<file path="config.mk">
export PLATFORM = sky130hd
export DESIGN_NAME = inst_fetch_queue
export DESIGN_NICKNAME = d
export VERILOG_FILES = /design/src/rtl/inst_fetch_queue_pkg.sv /design/src/rtl/inst_fetch_queue_fifo_ptr_ctrl.sv /design/src/rtl/inst_fetch_queue.sv
export SDC_FILE = /design/constraint.sdc
export NUM_CORES = 1
export LEC_CHECK = 0
export ABC_AREA = 1
export CAP_MARGIN = 40
export CORE_ASPECT_RATIO = 1.4
export CORE_MARGIN = 4
export CORE_UTILIZATION = 50
export DETAILED_ROUTE_END_ITERATION = 6
export PLACE_DENSITY = 0.76
export SLEW_MARGIN = 30
export SYNTH_ARGS = -nofsm -noshare
export SYNTH_HDL_FRONTEND = slang
export SYNTH_SLANG_ARGS = --single-unit
</file>
<file path="constraint.sdc">
create_clock -name clk -period 4 [get_ports clk]
set_input_delay 0.6 -clock clk [delete_from_list [all_inputs] [get_ports clk]]
set_output_delay 0.6 -clock clk [all_outputs]
set_load 0.02 [all_outputs]
</file>
<file path="src/rtl/inst_fetch_queue_pkg.sv">
// ----------------------------------------------------------------------------
// inst_fetch_queue_pkg : shared widths, NOP encoding and PC alignment helper
// Revision: 1.0
// ----------------------------------------------------------------------------
`default_nettype none

package inst_fetch_queue_pkg;

  localparam int INST_ADDR_WIDTH = 32;
  localparam int INST_WIDTH      = 32;
  localparam logic [31:0] NOP_INST = 32'h0000_0013;

  // Instructions are word aligned; any set low PC bit flags the entry.
  function automatic logic pc_misaligned(input logic [1:0] pc_lsb);
    return pc_lsb != 2'b00;
  endfunction

endpackage

`default_nettype wire

</file>
<file path="src/rtl/inst_fetch_queue_fifo_ptr_ctrl.sv">
// ----------------------------------------------------------------------------
// inst_fetch_queue_fifo_ptr_ctrl : pointers, occupancy and push/pop qualification
// Revision: 1.0
// ----------------------------------------------------------------------------
`default_nettype none

module inst_fetch_queue_fifo_ptr_ctrl #(
  parameter int DEPTH = 4
) (
  input  logic                       clk,
  input  logic                       reset,
  input  logic                       in_valid,
  input  logic                       out_ready,
  input  logic                       flush,
  output logic                       in_ready,
  output logic                       out_valid,
  output logic                       push,
  output logic                       pop,
  output logic [$clog2(DEPTH)-1:0]   wr_ptr,
  output logic [$clog2(DEPTH)-1:0]   rd_ptr,
  output logic [$clog2(DEPTH+1)-1:0] count
);

  localparam int PTR_W = $clog2(DEPTH);
  localparam int CNT_W = $clog2(DEPTH+1);
  localparam logic [CNT_W-1:0] c_depth = CNT_W'(DEPTH);

  logic [PTR_W-1:0] r_wr_ptr;
  logic [PTR_W-1:0] r_rd_ptr;
  logic [CNT_W-1:0] r_count;

  assign in_ready  = (r_count != c_depth);
  assign out_valid = (r_count != '0);
  // Flush wins over both ends so nothing from the wrong path survives.
  assign push = in_valid & in_ready & ~flush;
  assign pop  = out_valid & out_ready & ~flush;

  always_ff @(posedge clk or posedge reset) begin
    if (reset) begin
      r_wr_ptr <= '0;
      r_rd_ptr <= '0;
      r_count  <= '0;
    end else if (flush) begin
      r_wr_ptr <= '0;
      r_rd_ptr <= '0;
      r_count  <= '0;
    end else begin
      if (push) r_wr_ptr <= r_wr_ptr + PTR_W'(1);
      if (pop)  r_rd_ptr <= r_rd_ptr + PTR_W'(1);
      r_count <= r_count + CNT_W'(push) - CNT_W'(pop);
    end
  end

  assign wr_ptr = r_wr_ptr;
  assign rd_ptr = r_rd_ptr;
  assign count  = r_count;

endmodule

`default_nettype wire

</file>
<file path="src/rtl/inst_fetch_queue.sv">
// ----------------------------------------------------------------------------
// inst_fetch_queue : fetch-to-decode FIFO with flush and misaligned-PC tagging
// Revision: 1.0
// ----------------------------------------------------------------------------
`default_nettype none

module inst_fetch_queue
  import inst_fetch_queue_pkg::*;
#(
  parameter int DEPTH  = 4,
  parameter int ADDR_W = INST_ADDR_WIDTH,
  parameter int INST_W = INST_WIDTH
) (
  input  logic                       clk,
  input  logic                       reset,
  input  logic                       in_valid,
  input  logic [ADDR_W-1:0]          in_pc,
  input  logic [INST_W-1:0]          in_inst,
  output logic                       in_ready,
  input  logic                       flush,
  output logic                       out_valid,
  output logic [ADDR_W-1:0]          out_pc,
  output logic [INST_W-1:0]          out_inst,
  output logic                       out_misaligned,
  input  logic                       out_ready,
  output logic [$clog2(DEPTH+1)-1:0] count
);

  localparam int PTR_W = $clog2(DEPTH);

  logic             w_push;
  logic             w_pop;
  logic [PTR_W-1:0] w_wr_ptr;
  logic [PTR_W-1:0] w_rd_ptr;

  logic [ADDR_W-1:0] r_pc_mem   [DEPTH];
  logic [INST_W-1:0] r_inst_mem [DEPTH];
  logic              r_mis_mem  [DEPTH];

  inst_fetch_queue_fifo_ptr_ctrl #(
    .DEPTH (DEPTH)
  ) u_ptr_ctrl (
    .clk       (clk),
    .reset     (reset),
    .in_valid  (in_valid),
    .out_ready (out_ready),
    .flush     (flush),
    .in_ready  (in_ready),
    .out_valid (out_valid),
    .push      (w_push),
    .pop       (w_pop),
    .wr_ptr    (w_wr_ptr),
    .rd_ptr    (w_rd_ptr),
    .count     (count)
  );

  // Storage needs no reset: the pointers alone decide what is visible.
  always_ff @(posedge clk) begin
    if (w_push) begin
      r_pc_mem[w_wr_ptr]   <= in_pc;
      r_inst_mem[w_wr_ptr] <= in_inst;
      r_mis_mem[w_wr_ptr]  <= pc_misaligned(in_pc[1:0]);
    end
  end

  always_comb begin
    out_pc         = '0;
    out_inst       = INST_W'(NOP_INST);
    out_misaligned = 1'b0;
    if (out_valid) begin
      out_pc         = r_pc_mem[w_rd_ptr];
      out_inst       = r_inst_mem[w_rd_ptr];
      out_misaligned = r_mis_mem[w_rd_ptr];
    end
  end

  logic w_unused_pop;
  assign w_unused_pop = w_pop;

endmodule

`default_nettype wire

</file>
==> reports/qor.yml <==
cts.sinks: 267
cts-resized-gates: 0
fin_area_sq_um: 14000
clock_skew_ps: 10.1
die_h_um: 188
timing.rr.end: "u_ptr_ctrl.count[2]"
routabilityCongestion: 0.781
hold_violations: 0
cp_slowest_cell: "clkdlybuf4s50_1"
ir_worst_vdd_mv: 0.391
nets: 1289
clockBufferDepth: 3
syn_avg_cell_area_sq_um: 10.6
synth_seq_cells: 267
cts.clk_slew.worst_paths_ps: 70
tightest_slew_ps: 854
synth_top_area_share_pct: 67.8
fp.dieW_um: 136
finalWirelength_um: 24700
critPathBufInv: 3
path_cells: "inv_2, buf_4, nand3_1, a21oi_1, clkdlybuf4s50_1"
r2r_start: "u_ptr_ctrl.count[1]"
place_area_sq_um: 13200
outcome: "completed"
synthCells: 1082
grt_pass1_wl_um: 38900
initial_core_util_pct: 50.9
io_pins: 139
slew-limit-headroom_pct: 43.1
core_sq_um: 22600
crit_path_max_incr_delay_ps: 670
holdBufCountCts: 0
dr_total_vias: 7485
dieArea_sq_um: 25500
yosys_warnings: 0
cts_buffers: 24
grt_antenna_before_repair: 2
clock-root-buffer: "clkbuf_16"
path_delay_family: "buffers and inverters"
period_minus_slack_ps: 3410
end_kind: "output port"
synth.area.top_cells: "edfxtp_1 (68%), nand2_1 (8.8%), inv_1 (8.7%)"
total_power_mw: 9.05
grt_max_degree: 77
dp.cells: 1488
drc: 0
clock_latency_ps: 510
synth_fp_nets: 1158
io_buffers: 138
drtIter0Drc: 459
drt_first_pass_iters: 5
hold_path_class: "in -> async"
grtUsageTotal_pct: 19.2
rsz0062_at_grt: "false"
rr_worst_depth: 11
fmax_ghz: 0.293
final_cell_count_no_fill: 1533
crit_path_start_kind: "register"
whs_ps: 327
num_rows: 65
viasPerCell: 4.88
cts_tree: "done"
ys_types: 20
timing.final.crit_share_pct: 85.3
setup_viol: 0
p_leak_nw: 5.90
ys_seq_area_share_pct: 69.4
dp_hpwl_um: 15000
crit_arrival_ps: 2810
cap_violations: 0
r2r_setup_slack_ps: 1650
finalCoreUtilization_pct: 61.8
ant_nets: 0
post_drt_wl_per_cell_um: 16.1
grt_overflow: 0
cts_setup_buffers: 0
power_density_nw_per_um2: 648
worstPathRequired_ps: 3400
grt_pass1_vias: 7735
htreeDepth: 1
slew_violations: 0
critPathKind: "reg -> out"
crit_fanout: 41
drive_above_1_share_pct: 4.96
synthToLayoutAreaGrowth_pct: 21.4
syn_area_sq_um: 11500
yosys.area.top_type: "edfxtp_1"
-- flip-flops by register name (all words and copies together) (netlist names) --
signal / flops
r_inst_mem: 128
r_pc_mem: 128
r_mis_mem: 4
u_ptr_ctrl.wr_ptr: 2
u_ptr_ctrl.rd_ptr: 2
u_ptr_ctrl.count: 3
-- Yosys cell counts, drive strengths merged --
cell type  instances
nand2            271
inv              269
edfxtp           260
nand3            132
a21oi             62
buf               42
nor2              12
clkbuf             8
dfrtp              7
ha                 6
nand4              4
o211ai             3
o21ai              3
clkinv             1
fa                 1
or2                1
-- how the worst max path moves through the flow --
stage / start / to / depth (start not counted)
floorplan: u_ptr_ctrl.count[1] / r_inst_mem[0][0] / 4
global placement: flush / u_ptr_ctrl.count[2] / 10
detailed placement: flush / u_ptr_ctrl.count[2] / 11
CTS: u_ptr_ctrl.rd_ptr[1] / out_inst[6] / 5
global route: u_ptr_ctrl.rd_ptr[0] / out_inst[25] / 6
finish: u_ptr_ctrl.rd_ptr[1] / out_inst[6] / 5
-- layout make-up --
cell class              instances  area, sq um
fillers                      1823         8640
diodes                          1         2.50
clock inverters                14          168
flip-flops and latches        267         7990
repair buffers                155         1550
inverters                     270         1020
well taps                     301          377
clock buffers                  30          644
multi-input cells             495         2230
-- cell usage in the layout, fill, tap and decap left out --
cell type	count
nand2_2	1
inv_1	266
or2_2	1
clkbuf_16	25
nor2_1	8
buf_4	14
nand2_1	270
clkinvlp_4	2
inv_2	2
nand4_1	4
clkbuf_1	5
o211ai_1	3
a21oi_1	62
bufinv_16	4
fa_1	1
nand3_1	132
nor2_4	4
dfrtp_2	1
clkdlybuf4s50_1	138
clkinv_2	2
diode_2	1
dfrtp_1	5
inv_4	1
buf_12	3
ha_1	6
dfrtp_4	1
edfxtp_1	260
o21ai_0	3
clkinv_1	7
-- per-layer routing --
metal	global-route usage, %	up-vias	wire length (um)
met4	7.21	2	756
met5	0	-	7
met2	35.5	218	13300
met1	22.0	3513	9190
li1	-	3696	-
met3	3.27	56	1410
-- worst reg2reg max path, delay by kind of cell, from the launching register on --
family	cells	cell delay (ps)
flip-flops	1	450
adder cells (fa/ha/maj)	3	940
buffers and inverters	2	100
AND/OR/NAND/NOR	6	780
-- report_power, final --
| part | internal [mW] | switching, mW |
|---|---|---|
| Sequential | 3.27 | 0.0876 |
| Clock | 1.40 | 0.943 |
| Combinational | 1.28 | 2.06 |
-- cell families after synthesis --
kind of cell | synth area share, %
simple gates | 15.3
buf+inv | 11.5
flops | 69.4
compound gates | 3.02
fa+ha+maj | 0.826
-- through the flow --
stage	setup TNS [ps]	worst slack, ps
after global placement	0	953
after floorplan	-68950	-265
after global routing	0	428
final	0	587
after CTS	0	554
after detailed placement	0	928
Note: power is estimated with default switching activity, not from simulation.
